### src/rtl/pipe_pkg.sv
// Shared pipeline types and constants for the fetch and decode stages.
// Latency: n/a (types and constants only).
// Backpressure: n/a.
//
// Contents:
//   XLEN          datapath/address width seen by every stage
//   NOP_INSTR     canonical RV32I NOP (addi x0, x0, 0)
//   fetch_entry_t {pc, instr} pair handed from IF to ID
package pipe_pkg;

    localparam int XLEN = 32;

    localparam logic [31:0] NOP_INSTR = 32'h0000_0013;

    typedef struct packed {
        logic [XLEN-1:0] pc;
        logic [31:0]     instr;
    } fetch_entry_t;

endpackage

### src/rtl/fetch_fifo.sv
// Generic circular buffer with synchronous flush and simultaneous push/pop.
// Latency: a pushed entry becomes visible at the head the cycle after the push edge.
// Backpressure: none internally; the producer must not push when full without a pop.
//
// Ports:
//   clk, reset          clock, synchronous active-high reset
//   flush_i             empty the buffer at the edge (wins over push and pop)
//   push_i, push_dat_i  write one entry
//   pop_i               remove the head entry (ignored when empty)
//   head_vld_o          buffer holds at least one entry
//   head_dat_o          oldest entry (contents undefined when empty)
//   count_o             number of stored entries
module fetch_fifo #(
    parameter int  DEPTH   = 2,
    parameter type entry_t = logic [63:0],
    localparam int PTR_W   = (DEPTH > 1) ? $clog2(DEPTH) : 1,
    localparam int CNT_W   = $clog2(DEPTH + 1)
) (
    input  logic             clk,
    input  logic             reset,
    input  logic             flush_i,
    input  logic             push_i,
    input  entry_t           push_dat_i,
    input  logic             pop_i,
    output logic             head_vld_o,
    output entry_t           head_dat_o,
    output logic [CNT_W-1:0] count_o
);

    localparam logic [PTR_W-1:0] LAST_PTR = PTR_W'(DEPTH - 1);
    localparam logic [CNT_W-1:0] FULL_CNT = CNT_W'(DEPTH);

    entry_t           mem_q [DEPTH];
    logic [PTR_W-1:0] wr_ptr_q, wr_ptr_d;
    logic [PTR_W-1:0] rd_ptr_q, rd_ptr_d;
    logic [CNT_W-1:0] count_q, count_d;
    logic             push_ok;
    logic             pop_ok;

    function automatic logic [PTR_W-1:0] ptr_inc(input logic [PTR_W-1:0] p);
        return (p == LAST_PTR) ? '0 : p + 1'b1;
    endfunction

    always_comb begin
        pop_ok   = pop_i && (count_q != '0);
        // A push into a full buffer is only safe when the head leaves in the same cycle.
        push_ok  = push_i && ((count_q != FULL_CNT) || pop_ok);
        wr_ptr_d = wr_ptr_q;
        rd_ptr_d = rd_ptr_q;
        count_d  = count_q;
        if (flush_i) begin
            wr_ptr_d = '0;
            rd_ptr_d = '0;
            count_d  = '0;
        end else begin
            if (push_ok) begin
                wr_ptr_d = ptr_inc(wr_ptr_q);
            end
            if (pop_ok) begin
                rd_ptr_d = ptr_inc(rd_ptr_q);
            end
            count_d = count_q + CNT_W'(push_ok) - CNT_W'(pop_ok);
        end
    end

    always_ff @(posedge clk) begin
        if (reset) begin
            wr_ptr_q <= '0;
            rd_ptr_q <= '0;
            count_q  <= '0;
        end else begin
            wr_ptr_q <= wr_ptr_d;
            rd_ptr_q <= rd_ptr_d;
            count_q  <= count_d;
        end
    end

    // Storage needs no reset: count_q alone decides which slots are meaningful.
    always_ff @(posedge clk) begin
        if (push_ok && !flush_i && !reset) begin
            mem_q[wr_ptr_q] <= push_dat_i;
        end
    end

    assign head_vld_o = (count_q != '0);
    assign head_dat_o = mem_q[rd_ptr_q];
    assign count_o    = count_q;

endmodule

### src/rtl/ifetch_stage.sv
// IF stage: owns the PC, fetches from a 1-cycle synchronous imem, buffers {pc,instr} for ID.
// Latency: request in cycle N -> instruction at the ID interface in cycle N+2; 1 instr/cycle steady.
// Backpressure: id_ready low holds the head; issue stops once buffered + in-flight reaches FBUF_DEPTH.
//
// Ports:
//   clk, reset                    clock, synchronous active-high reset
//   imem_req, imem_addr           fetch request and word-aligned address (= pc_q)
//   imem_rdata                    instruction, valid the cycle after an accepted request
//   if_valid, if_instr, if_pc     head of the fetch buffer (NOP / 0 when empty)
//   id_ready                      ID consumes the head this cycle
//   redirect_valid, redirect_pc   taken branch/jump from EX: flush and restart at target
module ifetch_stage
    import pipe_pkg::*;
#(
    parameter int              XLEN       = 32,
    parameter logic [XLEN-1:0] RESET_PC   = '0,
    parameter int              FBUF_DEPTH = 2
) (
    input  logic            clk,
    input  logic            reset,
    output logic            imem_req,
    output logic [XLEN-1:0] imem_addr,
    input  logic [31:0]     imem_rdata,
    output logic            if_valid,
    output logic [31:0]     if_instr,
    output logic [XLEN-1:0] if_pc,
    input  logic            id_ready,
    input  logic            redirect_valid,
    input  logic [XLEN-1:0] redirect_pc
);

    localparam int CNT_W = $clog2(FBUF_DEPTH + 1);

    logic [XLEN-1:0]  pc_q, pc_d;
    logic [XLEN-1:0]  inflight_pc_q, inflight_pc_d;
    logic             inflight_q, inflight_d;
    logic             kill_q, kill_d;

    logic [CNT_W-1:0] buf_count;
    logic             head_vld;
    fetch_entry_t     head_entry;
    fetch_entry_t     push_entry;
    logic             pop;
    logic             push;
    logic             issue;
    logic [CNT_W:0]   occ_after_pop;
    logic             redirect_lsb_unused;

    // Instructions are word aligned; the low target bits carry no information.
    assign redirect_lsb_unused = ^redirect_pc[1:0];

    always_comb begin
        pop = head_vld && id_ready;
        // Reserve a slot for every outstanding fetch so a response always has room,
        // while crediting back the slot ID frees this cycle to keep full throughput.
        occ_after_pop = {1'b0, buf_count} + (CNT_W+1)'(inflight_q) - (CNT_W+1)'(pop);
        issue = !reset && !redirect_valid &&
                (occ_after_pop < (CNT_W+1)'(FBUF_DEPTH));
        // A response belonging to a fetch issued before a redirect is dropped.
        push = inflight_q && !kill_q;
        push_entry.pc    = inflight_pc_q;
        push_entry.instr = imem_rdata;
    end

    always_comb begin
        pc_d          = pc_q;
        inflight_d    = issue;
        inflight_pc_d = inflight_pc_q;
        kill_d        = redirect_valid;
        if (redirect_valid) begin
            pc_d = {redirect_pc[XLEN-1:2], 2'b00};
        end else if (issue) begin
            pc_d = pc_q + XLEN'(4);
        end
        if (issue) begin
            inflight_pc_d = pc_q;
        end
    end

    always_ff @(posedge clk) begin
        if (reset) begin
            pc_q          <= RESET_PC;
            inflight_q    <= 1'b0;
            inflight_pc_q <= '0;
            kill_q        <= 1'b0;
        end else begin
            pc_q          <= pc_d;
            inflight_q    <= inflight_d;
            inflight_pc_q <= inflight_pc_d;
            kill_q        <= kill_d;
        end
    end

    // Redirect flushes at the edge; a pop in the same cycle is still a valid hand-off
    // because the head is older than the redirecting branch.
    fetch_fifo #(
        .DEPTH   (FBUF_DEPTH),
        .entry_t (fetch_entry_t)
    ) u_fbuf (
        .clk        (clk),
        .reset      (reset),
        .flush_i    (redirect_valid),
        .push_i     (push),
        .push_dat_i (push_entry),
        .pop_i      (pop),
        .head_vld_o (head_vld),
        .head_dat_o (head_entry),
        .count_o    (buf_count)
    );

    assign imem_req  = issue;
    assign imem_addr = pc_q;
    assign if_valid  = head_vld;
    assign if_instr  = head_vld ? head_entry.instr : NOP_INSTR;
    assign if_pc     = head_vld ? head_entry.pc    : '0;

endmodule
### config.mk
export PLATFORM = sky130hd
export DESIGN_NAME = ifetch_stage
export DESIGN_NICKNAME = d
export VERILOG_FILES = /design/src/rtl/pipe_pkg.sv /design/src/rtl/fetch_fifo.sv /design/src/rtl/ifetch_stage.sv
export SDC_FILE = /design/constraint.sdc
export NUM_CORES = 1
export LEC_CHECK = 0
export ABC_AREA = 0
export CORE_ASPECT_RATIO = 0.5
export CORE_UTILIZATION = 63
export DETAILED_ROUTE_END_ITERATION = 6
export DONT_BUFFER_PORTS = 1
export PLACE_DENSITY = 0.76
export SYNTH_ARGS = -nofsm -noshare
export SYNTH_HDL_FRONTEND = slang
export SYNTH_SLANG_ARGS = --single-unit
### constraint.sdc
create_clock -name clk -period 5.35 [get_ports clk]
set_clock_uncertainty 0.05 [all_clocks]
set_input_delay 0.535 -clock clk [delete_from_list [all_inputs] [get_ports clk]]
set_output_delay 0.535 -clock clk [all_outputs]
set_load 0.005 [all_outputs]
Word level (Yosys, flattened, before mapping)
Memories as Yosys holds them, arrays and structs flattened. A register that Yosys moved wholly into a read port is not among the register bits.
Cells that the tools add are included.
- register bits: 70
- memory bits (writable): 128
- bits of input ports: 68
- word-level logic and storage cells: 43
- memories kept: 1
- memories (name ; depth ; width ; read ports ; clocked after memory_dff ; wr ports ; RTL line ; text):
    u_fbuf.mem_q ; 2 ; 64 ; 1 ; 1 ; 1 ; fetch_fifo.sv:33 ; entry_t mem_q [DEPTH];
- add/subtract/negate cells: 7
- $lt $le $gt $ge: 1
- equal/unequal tests: 1
- mux-type cells: 10
- reductions and logical operators: 15
- operators with widths (cell ; number):
    $mux 32 ; 4
    $add 32x3->32 const B ; 1
    $logic_and 1x1->1 ; 8
    $mux 1 ; 6
    $reduce_bool 2->1 ; 2
    $add 2x1->3 ; 1
    $logic_not 1->1 ; 3
    $lt 3x2->1 const B ; 1
    $sub 3x1->3 ; 1
    $add 1x1->1 const B ; 2
    $add 2x1->2 ; 1
    $ne 2x2->1 const B ; 1
    $reduce_or 2->1 ; 1
    $sub 2x1->2 ; 1
    $logic_or 1x1->1 ; 1

Logic depth before layout (Yosys ltp)
Gate-level depths: netlist (run 1).
- depth after elaboration: 9
- depth in mapped cells: 14
- mapped depth without buffers: 12

Cells and area by module
A second synthesis (run 1) with hierarchy kept.
- cells, all modules: 663
- area, all modules: 8252.9 um^2
- modules (own cells, without submodules) (module ; instances ; cells an instance ; area each (um^2) ; sequential area each (um^2)):
    fetch_fifo ; 1 ; 224 ; 4894.7 ; 3943.8
    ifetch_stage ; 1 ; 439 ; 3358.2 ; 1241.2

Least setup slack after synthesis (run 1)
No wires, ideal clock.
- path kind: input to register
- start point: in id_ready
- end point: mem u_fbuf.mem_q[0][0] (netlist bit) (enable)
- library setup time: 482 ps
- arrival: 3504 ps
- data required time: 4818 ps
- slack: 1314 ps
- stages: 4
- buffers on the path: 0
- path through: nor2_1 a21oi_1 nand2_1 nor2_1
- longest elaborated chain between the ends: 8
- RTL lines (element ; RTL line ; text):
    start: declaration ; ifetch_stage.sv:27 ; input logic id_ready,
    $logic_and 1x1->1 ; ifetch_stage.sv:53 ; pop = head_vld && id_ready;
    $logic_and 1x1->1 ; fetch_fifo.sv:45 ; pop_ok = pop_i && (count_q != '0);
    $logic_or 1x1->1 ; fetch_fifo.sv:47 ; push_ok = push_i && ((count_q != FULL_CNT) || pop_ok);
    $logic_and 1x1->1 ; fetch_fifo.sv:47 ;
    $logic_and 1x1->1 (2 in a row) ; fetch_fifo.sv:80 ; if (push_ok && !flush_i && !reset) begin
    $mux 1 ; fetch_fifo.sv:80 ;
    $mux 1 (not written as such) ; fetch_fifo.sv:81 ; mem_q[wr_ptr_q] <= push_dat_i;
    end: declaration ; fetch_fifo.sv:33 ;
Every way passes these cells.

Worst setup path after layout (run 1)
- start point: reg u_fbuf.count_q[1], in the netlist u_fbuf.count_o[1]
- end point: out imem_req
- longest elaborated chain between the ends: 5
- elaborated cells on any way between the ends: 6
- RTL lines (element ; RTL line ; text):
    start: declaration ; fetch_fifo.sv:36 ; logic [CNT_W-1:0] count_q, count_d;
    start signal: assignment ; fetch_fifo.sv:74 ; count_q <= count_d;
    $reduce_bool 2->1 ; fetch_fifo.sv:85 ; assign head_vld_o = (count_q != '0);
    net if_valid ; ifetch_stage.sv:24 ; output logic if_valid,
    $logic_and 1x1->1 ; ifetch_stage.sv:53 ;
    $sub 3x1->3 ; ifetch_stage.sv:56 ; occ_after_pop = {1'b0, buf_count} + (CNT_W+1)'(inflight_q) - (CNT_W+1)'(pop);
    $lt 3x2->1 ; ifetch_stage.sv:58 ; (occ_after_pop < (CNT_W+1)'(FBUF_DEPTH));
    $logic_and 1x1->1 ; ifetch_stage.sv:57 ; issue = !reset && !redirect_valid &&
    end: declaration ; ifetch_stage.sv:21 ; output logic imem_req,
The timed path passes the listed nets, and every way through them passes these cells.

==> results of run 1 <==
## per-stage QoR
step	setup WS [ns]	utilization [%]
2_1_floorplan	1.31	-
3_3_place_gp	1.84	66.3
3_5_place_dp	1.77	66.3
4_1_cts	1.59	71.0
5_1_grt	1.42	71.0
6_report	1.59	71.0
## how the worst max path moves through the flow
stage                     depth (start not counted)                    startpoint                            to  slack, ns
after floorplan                                   4                      id_ready  u_fbuf.mem_q[0][0]$_DFFE_PP_       1.31
after global placement                           12  u_fbuf.count_o[1]$_SDFF_PN0_    imem_addr[16]$_SDFFE_PP0P_       1.84
after detailed placement                         12  u_fbuf.count_o[1]$_SDFF_PN0_    imem_addr[16]$_SDFFE_PP0P_       1.77
after CTS                                         9  u_fbuf.count_o[1]$_SDFF_PN0_                      imem_req       1.59
after global routing                              9  u_fbuf.count_o[1]$_SDFF_PN0_                      imem_req       1.42
final                                             9  u_fbuf.count_o[1]$_SDFF_PN0_                      imem_req       1.59
## synthesized netlist by cell type (7+ instances only)
| library cell | n |
|---|---|
| sky130_fd_sc_hd__nand2_1 | 85 |
| sky130_fd_sc_hd__and2_1 | 7 |
| sky130_fd_sc_hd__or3_1 | 10 |
| sky130_fd_sc_hd__buf_2 | 8 |
| sky130_fd_sc_hd__nor2_1 | 72 |
| sky130_fd_sc_hd__nand3_1 | 14 |
| sky130_fd_sc_hd__nor3_1 | 7 |
| sky130_fd_sc_hd__edfxtp_1 | 124 |
| sky130_fd_sc_hd__dfxtp_1 | 67 |
| sky130_fd_sc_hd__nor2b_1 | 10 |
| sky130_fd_sc_hd__inv_1 | 10 |
| sky130_fd_sc_hd__o21ai_0 | 13 |
| sky130_fd_sc_hd__a21oi_1 | 42 |
| sky130_fd_sc_hd__mux2i_1 | 65 |
| sky130_fd_sc_hd__a22oi_1 | 9 |
| sky130_fd_sc_hd__a31oi_1 | 10 |
| sky130_fd_sc_hd__xor2_1 | 8 |
| sky130_fd_sc_hd__clkbuf_1 | 26 |
| sky130_fd_sc_hd__nand4_1 | 9 |
## layer usage
metal	up-vias	wire length, um
li1	2343	-
met5	-	0
met2	220	6560
met4	0	143
met3	15	1580
met1	2313	7210
## logic make-up (layout without fill, tap and decap cells)
family                   count (synthesis)  in the layout  synth area share, %
XOR/XNOR                                13             13                 1.45
flip-flops                             191            191                 64.7
AND/OR/NAND/NOR                        238            238                 14.2
other                                    1              4               0.0479
adder cells (fa/ha/maj)                  5              5                0.895
multiplexers                            70             70                 9.03
AO/OA/AOI/OAI                           90             90                 6.79
buffers and inverters                   52             47                 2.91
## flip-flops by register name, summed over array words and instances (netlist names), named ones only
signal and cells:
inflight_pc_q 30, u_fbuf.wr_ptr_q 1, imem_addr 30, inflight_q 1
u_fbuf.mem_q 124, kill_q 1, u_fbuf.rd_ptr_q 1, u_fbuf.count_o 2
## cells in the final DEF, fill, tap and decap left out, types with 2 or more instances in the layout
cell type,instances
sky130_fd_sc_hd__clkinv_4,2
sky130_fd_sc_hd__xnor2_1,5
sky130_fd_sc_hd__and2_1,7
sky130_fd_sc_hd__nand4_1,9
sky130_fd_sc_hd__clkinvlp_4,2
sky130_fd_sc_hd__nand3_2,2
sky130_fd_sc_hd__conb_1,4
sky130_fd_sc_hd__a32oi_1,5
sky130_fd_sc_hd__and3_1,5
sky130_fd_sc_hd__ha_1,4
sky130_fd_sc_hd__a22oi_1,9
sky130_fd_sc_hd__buf_4,5
sky130_fd_sc_hd__dfxtp_1,66
sky130_fd_sc_hd__clkbuf_16,17
sky130_fd_sc_hd__nor2_1,70
sky130_fd_sc_hd__nand2_1,85
sky130_fd_sc_hd__nor2_4,2
sky130_fd_sc_hd__edfxtp_1,124
sky130_fd_sc_hd__nand2b_1,6
sky130_fd_sc_hd__nand3_1,13
sky130_fd_sc_hd__mux2i_1,65
sky130_fd_sc_hd__inv_6,5
sky130_fd_sc_hd__nor3_1,7
sky130_fd_sc_hd__o22ai_1,5
sky130_fd_sc_hd__a21oi_1,42
sky130_fd_sc_hd__xor2_1,8
sky130_fd_sc_hd__and4_1,2
sky130_fd_sc_hd__o21ai_0,13
sky130_fd_sc_hd__clkinv_2,2
sky130_fd_sc_hd__or3_1,10
sky130_fd_sc_hd__nor2b_1,10
sky130_fd_sc_hd__inv_1,10
sky130_fd_sc_hd__a31oi_1,10
sky130_fd_sc_hd__mux2_2,5
sky130_fd_sc_hd__clkbuf_1,2
## report_power, final
part | total (mW) | internal (mW) | leakage [nW] | switching (mW)
logic | 0.139 | 0.0524 | 0.775 | 0.0863
clock network | 1.20 | 0.652 | 0.271 | 0.547
registers | 1.65 | 1.60 | 1.62 | 0.0495
total | 2.99 | 2.31 | 2.67 | 0.683
## final cells by class
type	instances	area [um^2]
Sequential cell	191	5070
Fill cell	861	3460
Multi-Input combinational cell	420	2570
Clock buffer	19	433
Tap cell	165	206
Clock inverter	13	128
Timing Repair Buffer	5	37.5
Inverter	10	37.5
==> impl_metrics.tcl, run 1 <==
set metrics [dict create \
    outcome "finished, final reports clean" \
    cpMostUsedCell "sky130_fd_sc_hd__inv_1" \
    clock_sinks 191 \
    finalCriticalPeriod_ns 3.76 \
    synth_cell_types 48 \
    syn_area_um2 7830 \
    asyncSetResetFlopFracSynth_pct 0 \
    synth_top_cells_by_area "sky130_fd_sc_hd__edfxtp_1 (48%), sky130_fd_sc_hd__dfxtp_1 (17%), sky130_fd_sc_hd__mux2i_1 (8.3%), sky130_fd_sc_hd__nand2_1 (4.1%), sky130_fd_sc_hd__nor2_1 (3.5%)" \
    layoutNonFillerInstCount 823 \
    reg2reg_slack_ns 1.66 \
    fin_setup_tns_ns 0 \
    hold_crit_path_type "primary input to flop" \
    critical_path.startpoint_type "flop" \
    met2_usage_pct 35.2 \
    final.hold.worst_slack_ns 0.126 \
    grt.met3_usage_pct 7.97 \
    number_of_synthesized_register_bits 191 \
    cp_max_fo 24 \
    ctsLongestPathBuffers 2 \
    dp.cells 791 \
    max_slew.worst_pin.slew_ns 1.09 \
    cts_buffers 17 \
    clock_pin_slew_worst_setup_and_hold_paths_ns 0.07 \
    die_width_um 160 \
    finalHoldViolCount 0 \
    area_of_the_die_um2 12900 \
    synth_edf_count 124 \
    area_share_of_the_largest_cell_type_after_synthesis_pct 47.5 \
    totalPowerFinal_mw 2.99 \
    place_area_um2 7920 \
    design.core.area_um2 11900 \
    drt_drc_violations_left 0 \
    place.gp.congestion 0.811 \
    most_frequently_used_flop_master_after_synthesis "sky130_fd_sc_hd__edfxtp_1" \
    vias_in_the_first_global_route 4327 \
    timing.max_slew.rel_slack_pct 27.5 \
    area_delta_synth_final_pct 8.31 \
    tritoncts "done" \
    yosys.area.top_type "sky130_fd_sc_hd__edfxtp_1" \
    cp_slowest_cell "sky130_fd_sc_hd__inv_1" \
    final-setup-viol-count 0 \
    antenna_cells 0 \
    dpl.hpwl_mm 9.75 \
    post_cts.resized_instances 0 \
    r2r.worst_path.cells 12 \
    num-nets-final 718 \
    port-buffer-count 0 \
    route.antenna.remaining_nets 0 \
    synth_seq_area_share_pct 64.7 \
    antenna_found_initial 0 \
    initial_core_util_pct 65.6 \
    globalRoute.busiestLayer "met2" \
    final_min_period_over_clock_period_pct 70.3 \
    max_cap_violations 0 \
    critPathMaxStageDelay_ns 0.59 \
    clock_tree.root_cell "sky130_fd_sc_hd__clkbuf_16" \
    leakage_nw 2.67 \
    synthCells 660 \
    vdd.ir_drop.worst_mv 0.220 \
    post_synth.cell_area_avg_um2 11.9 \
    yosysWarnings 0 \
    via_count 4891 \
    grt_start_max_net_pins 64 \
    met1_track_demand_over_resource_pct 35.1 \
    grt_remaining_overflow 0 \
    final_layout_size_suffix_gt1_share_pct 7.90 \
    data_required_time_of_the_worst_path_ns 4.76 \
    cp_top_family "buffers and inverters" \
    cts_hold_buffers 0 \
    grt_util_all_layers_pct 24.5 \
    first_pass_iters 5 \
    timing.final.max_slew_violations 0 \
    placement_rows 28 \
    critical_path.reg2reg.startpoint "u_fbuf.count_o[1]$_SDFF_PN0_" \
    routedWlPerCell_um 18.8 \
    max_freq_ghz 0.266 \
    whs_path_depth 1 \
    setup.worst_path.end_class "primary output" \
    finalInstanceArea_um2 8480 \
    timing.rr.end "imem_addr[16]$_SDFFE_PP0P_" \
    vias_per_cell 5.94 \
    worst-path-buf-inv 2 \
    crit_path_cell_trace "nor2_4, inv_1, and2_1, ha_1, nand2b_1, fa_1, xnor2_1, nand3_2, inv_1" \
    criticalPathCategory "flop to primary output" \
    clock_tree.htree_level_count 4 \
    power-per-cell-area_nw_per_um2 352 \
    totalWireLength_mm 15.5 \
    whs_endpoint "imem_addr[24]$_SDFFE_PP0P_" \
    ioPinCount 166 \
    cp_data_arrival_time_ns 3.18 \
    dieHeight_um 80.8 \
    global_route_wire_length_before_repair_mm 23.5 \
    clk-insertion-delay-late_ns 0.42 \
    cts_setup_buffers 0 \
    worst_min_path_start "reset" \
    unrepaired_setup_endpoints_after_global_routing "false" \
    dr.first_iter.drc_count 378 \
]
(Power assumes the default switching activity.)
==> inputs of run 2 (changes only) <==
==> constraint.sdc (replaced) <==
create_clock -name clk -period 3.9 [get_ports clk]
set_clock_uncertainty 0.05 [all_clocks]
set_input_delay 0.39 -clock clk [delete_from_list [all_inputs] [get_ports clk]]
set_output_delay 0.39 -clock clk [all_outputs]
set_load 0.005 [all_outputs]
==> run 2 against run 1 <==
  * Wire length is 6.0% higher
  * Worst hold slack worse by 0.099 ns
  * Register-to-register slack worse by 1.3 ns
  * Sequential share of layout area is 2.7 points lower
  * Sequential cell count stayed put
  * First-iteration DRC count is 11% higher
  * Critical path type unchanged
  * Largest cell class unchanged
==> impl_metrics.tcl, run 2 (synthesis results as in run 1) <==
set metrics [dict create \
    top_register "u_fbuf.mem_q" \
    clock_pin_slew_worst_setup_and_hold_paths_ns 0.07 \
    tritoncts "done" \
    final-setup-viol-count 0 \
    totalWireLength_mm 16.4 \
    place.gp.congestion 0.786 \
    drt_drc_violations_left 0 \
    critPathMaxStageDelay_ns 0.55 \
    power-per-cell-area_nw_per_um2 460 \
    crit_path_cell_trace "nor2_4, inv_1, and2_1, ha_1, nand2b_1, fa_1, xnor2_1, nand3_4, inv_2, buf_4" \
    clock_sinks 191 \
    cp_data_arrival_time_ns 3.24 \
    die_width_um 160 \
    outcome "finished, final reports clean" \
    cp_slowest_cell "sky130_fd_sc_hd__dfxtp_1" \
    dpl.hpwl_mm 10.0 \
    data_required_time_of_the_worst_path_ns 3.46 \
    dieHeight_um 80.8 \
    grt_util_all_layers_pct 25.2 \
    finalCriticalPeriod_ns 3.68 \
    port-buffer-count 0 \
    initial_core_util_pct 65.6 \
    vdd.ir_drop.worst_mv 0.298 \
    antenna_found_initial 0 \
    area_delta_synth_final_pct 13.4 \
    grt_start_max_net_pins 63 \
    fin_setup_tns_ns 0 \
    largest_register_ffs 124 \
    first_pass_iters 5 \
    dr.first_iter.drc_count 419 \
    routedWlPerCell_um 19.0 \
    antenna_cells 0 \
    via_count 5082 \
    design.core.area_um2 11900 \
    critical_path.startpoint_type "flop" \
    leakage_nw 2.82 \
    ioPinCount 166 \
    totalPowerFinal_mw 4.09 \
    finalHoldViolCount 0 \
    cts_setup_buffers 0 \
    max_freq_ghz 0.271 \
    ctsLongestPathBuffers 2 \
    cts_buffers 17 \
    num-nets-final 758 \
    final_layout_size_suffix_gt1_share_pct 8.17 \
    unrepaired_setup_endpoints_after_global_routing "false" \
    area_of_the_die_um2 12900 \
    vias_in_the_first_global_route 4643 \
    timing.final.max_slew_violations 0 \
    most-common-layout-cells "sky130_fd_sc_hd__edfxtp_1 (124), sky130_fd_sc_hd__nand2_1 (85), sky130_fd_sc_hd__nor2_1 (70)" \
    vias_per_cell 5.89 \
    timing.max_slew.rel_slack_pct 27.7 \
    global_route_wire_length_before_repair_mm 24.3 \
    setup.worst_path.end_class "primary output" \
    max_slew.worst_pin.slew_ns 1.08 \
    max_cap_violations 0 \
    route.antenna.remaining_nets 0 \
    clock_tree.htree_level_count 4 \
    criticalPathCategory "flop to primary output" \
    hold_crit_path_type "primary input to flop" \
    layout.cells.most_common "sky130_fd_sc_hd__edfxtp_1" \
    clock_tree.root_cell "sky130_fd_sc_hd__clkbuf_16" \
    clk-insertion-delay-late_ns 0.42 \
    grt_remaining_overflow 0 \
    final_min_period_over_clock_period_pct 94.5 \
    cp_max_fo 17 \
    placement_rows 28 \
    filler_cell_count_in_the_final_layout 798 \
]
## run 2: cell count changes in the layout (fill, tap and decap cells not counted)
cell,before,now
sky130_fd_sc_hd__buf_12,0,2
sky130_fd_sc_hd__buf_4,5,7
sky130_fd_sc_hd__bufinv_16,1,0
sky130_fd_sc_hd__clkinv_2,2,1
sky130_fd_sc_hd__clkinvlp_4,2,5
sky130_fd_sc_hd__dlygate4sd3_1,0,36
sky130_fd_sc_hd__inv_1,10,9
sky130_fd_sc_hd__inv_2,0,1
sky130_fd_sc_hd__inv_6,5,4
sky130_fd_sc_hd__nand3_2,2,1
sky130_fd_sc_hd__nand3_4,0,1
## run 2: routing by layer
| layer | share of wire [%] | vias up | track usage, % |
|---|---|---|---|
| met2 | 43 | 197 | 36.5 |
| met5 | 0 | - | 0 |
| met1 | 47 | 2455 | 36.2 |
| li1 | - | 2413 | - |
| met4 | 0.97 | 0 | 9.13 |
| met3 | 8.6 | 17 | 7.51 |
## run 2: worst max-delay path, delay by kind of cell, from the launching register on
family,cells,cell delay [ns]
buf+inv,3,0.70
simple gates,4,0.64
fa+ha+maj,2,0.63
flops,1,0.55
xor+xnor,1,0.31
## run 2: cell type report
class / count / area [um^2] / area share [%]
Timing Repair Buffer: 45 / 453 / 5.10
Multi-Input combinational cell: 420 / 2580 / 29.0
Sequential cell: 191 / 5070 / 57.0
Clock buffer: 19 / 433 / 4.87
Clock inverter: 13 / 106 / 1.20
Tap cell: 165 / 206 / 2.32
Inverter: 10 / 37.5 / 0.422
## run 2: final timing paths
kind	cells past startpoint	endpoint	slack, ns	from
max reg2reg	11	imem_addr[17]$_SDFFE_PP0P_	0.33	u_fbuf.count_o[1]$_SDFF_PN0_
max	10	imem_req	0.22	u_fbuf.count_o[1]$_SDFF_PN0_
min reg2reg	0	u_fbuf.mem_q[0][52]$_DFFE_PP_	0.41	inflight_pc_q[20]$_SDFFE_PP0P_
min	1	imem_addr[26]$_SDFFE_PP0P_	0.03	reset
## run 2: per-stage QoR
| step | util [%] | std cells | cell area, um^2 | setup WS (ns) | hold WS (ns) |
|---|---|---|---|---|---|
| 6_report | 74.4 | 863 | 8880 | 0.215 | 0.0263 |
| 3_3_place_gp | 66.6 | 794 | 7960 | 0.414 | 0.383 |
| 5_1_grt | 74.4 | 863 | 8880 | 0.0690 | 0.0105 |
| 2_1_floorplan | - | 663 | 7850 | 0.537 | 0.375 |
| 4_1_cts | 73.2 | 850 | 8750 | 0.0924 | 0.00110 |
| 3_5_place_dp | 66.6 | 794 | 7960 | 0.341 | 0.392 |
## run 2: power breakdown
| group | switching [mW] | internal, mW |
|---|---|---|
| combinational | 0.142 | 0.101 |
| clock | 0.756 | 0.828 |
| sequential | 0.0657 | 2.20 |
## run 2: repair_timing
item	4_1_cts	5_1_grt
hold buffers	24	13
endpoints found under the hold margin	94	23
gates resized for setup	1	1
setup endpoints to repair	1	1
pin swaps	0	0
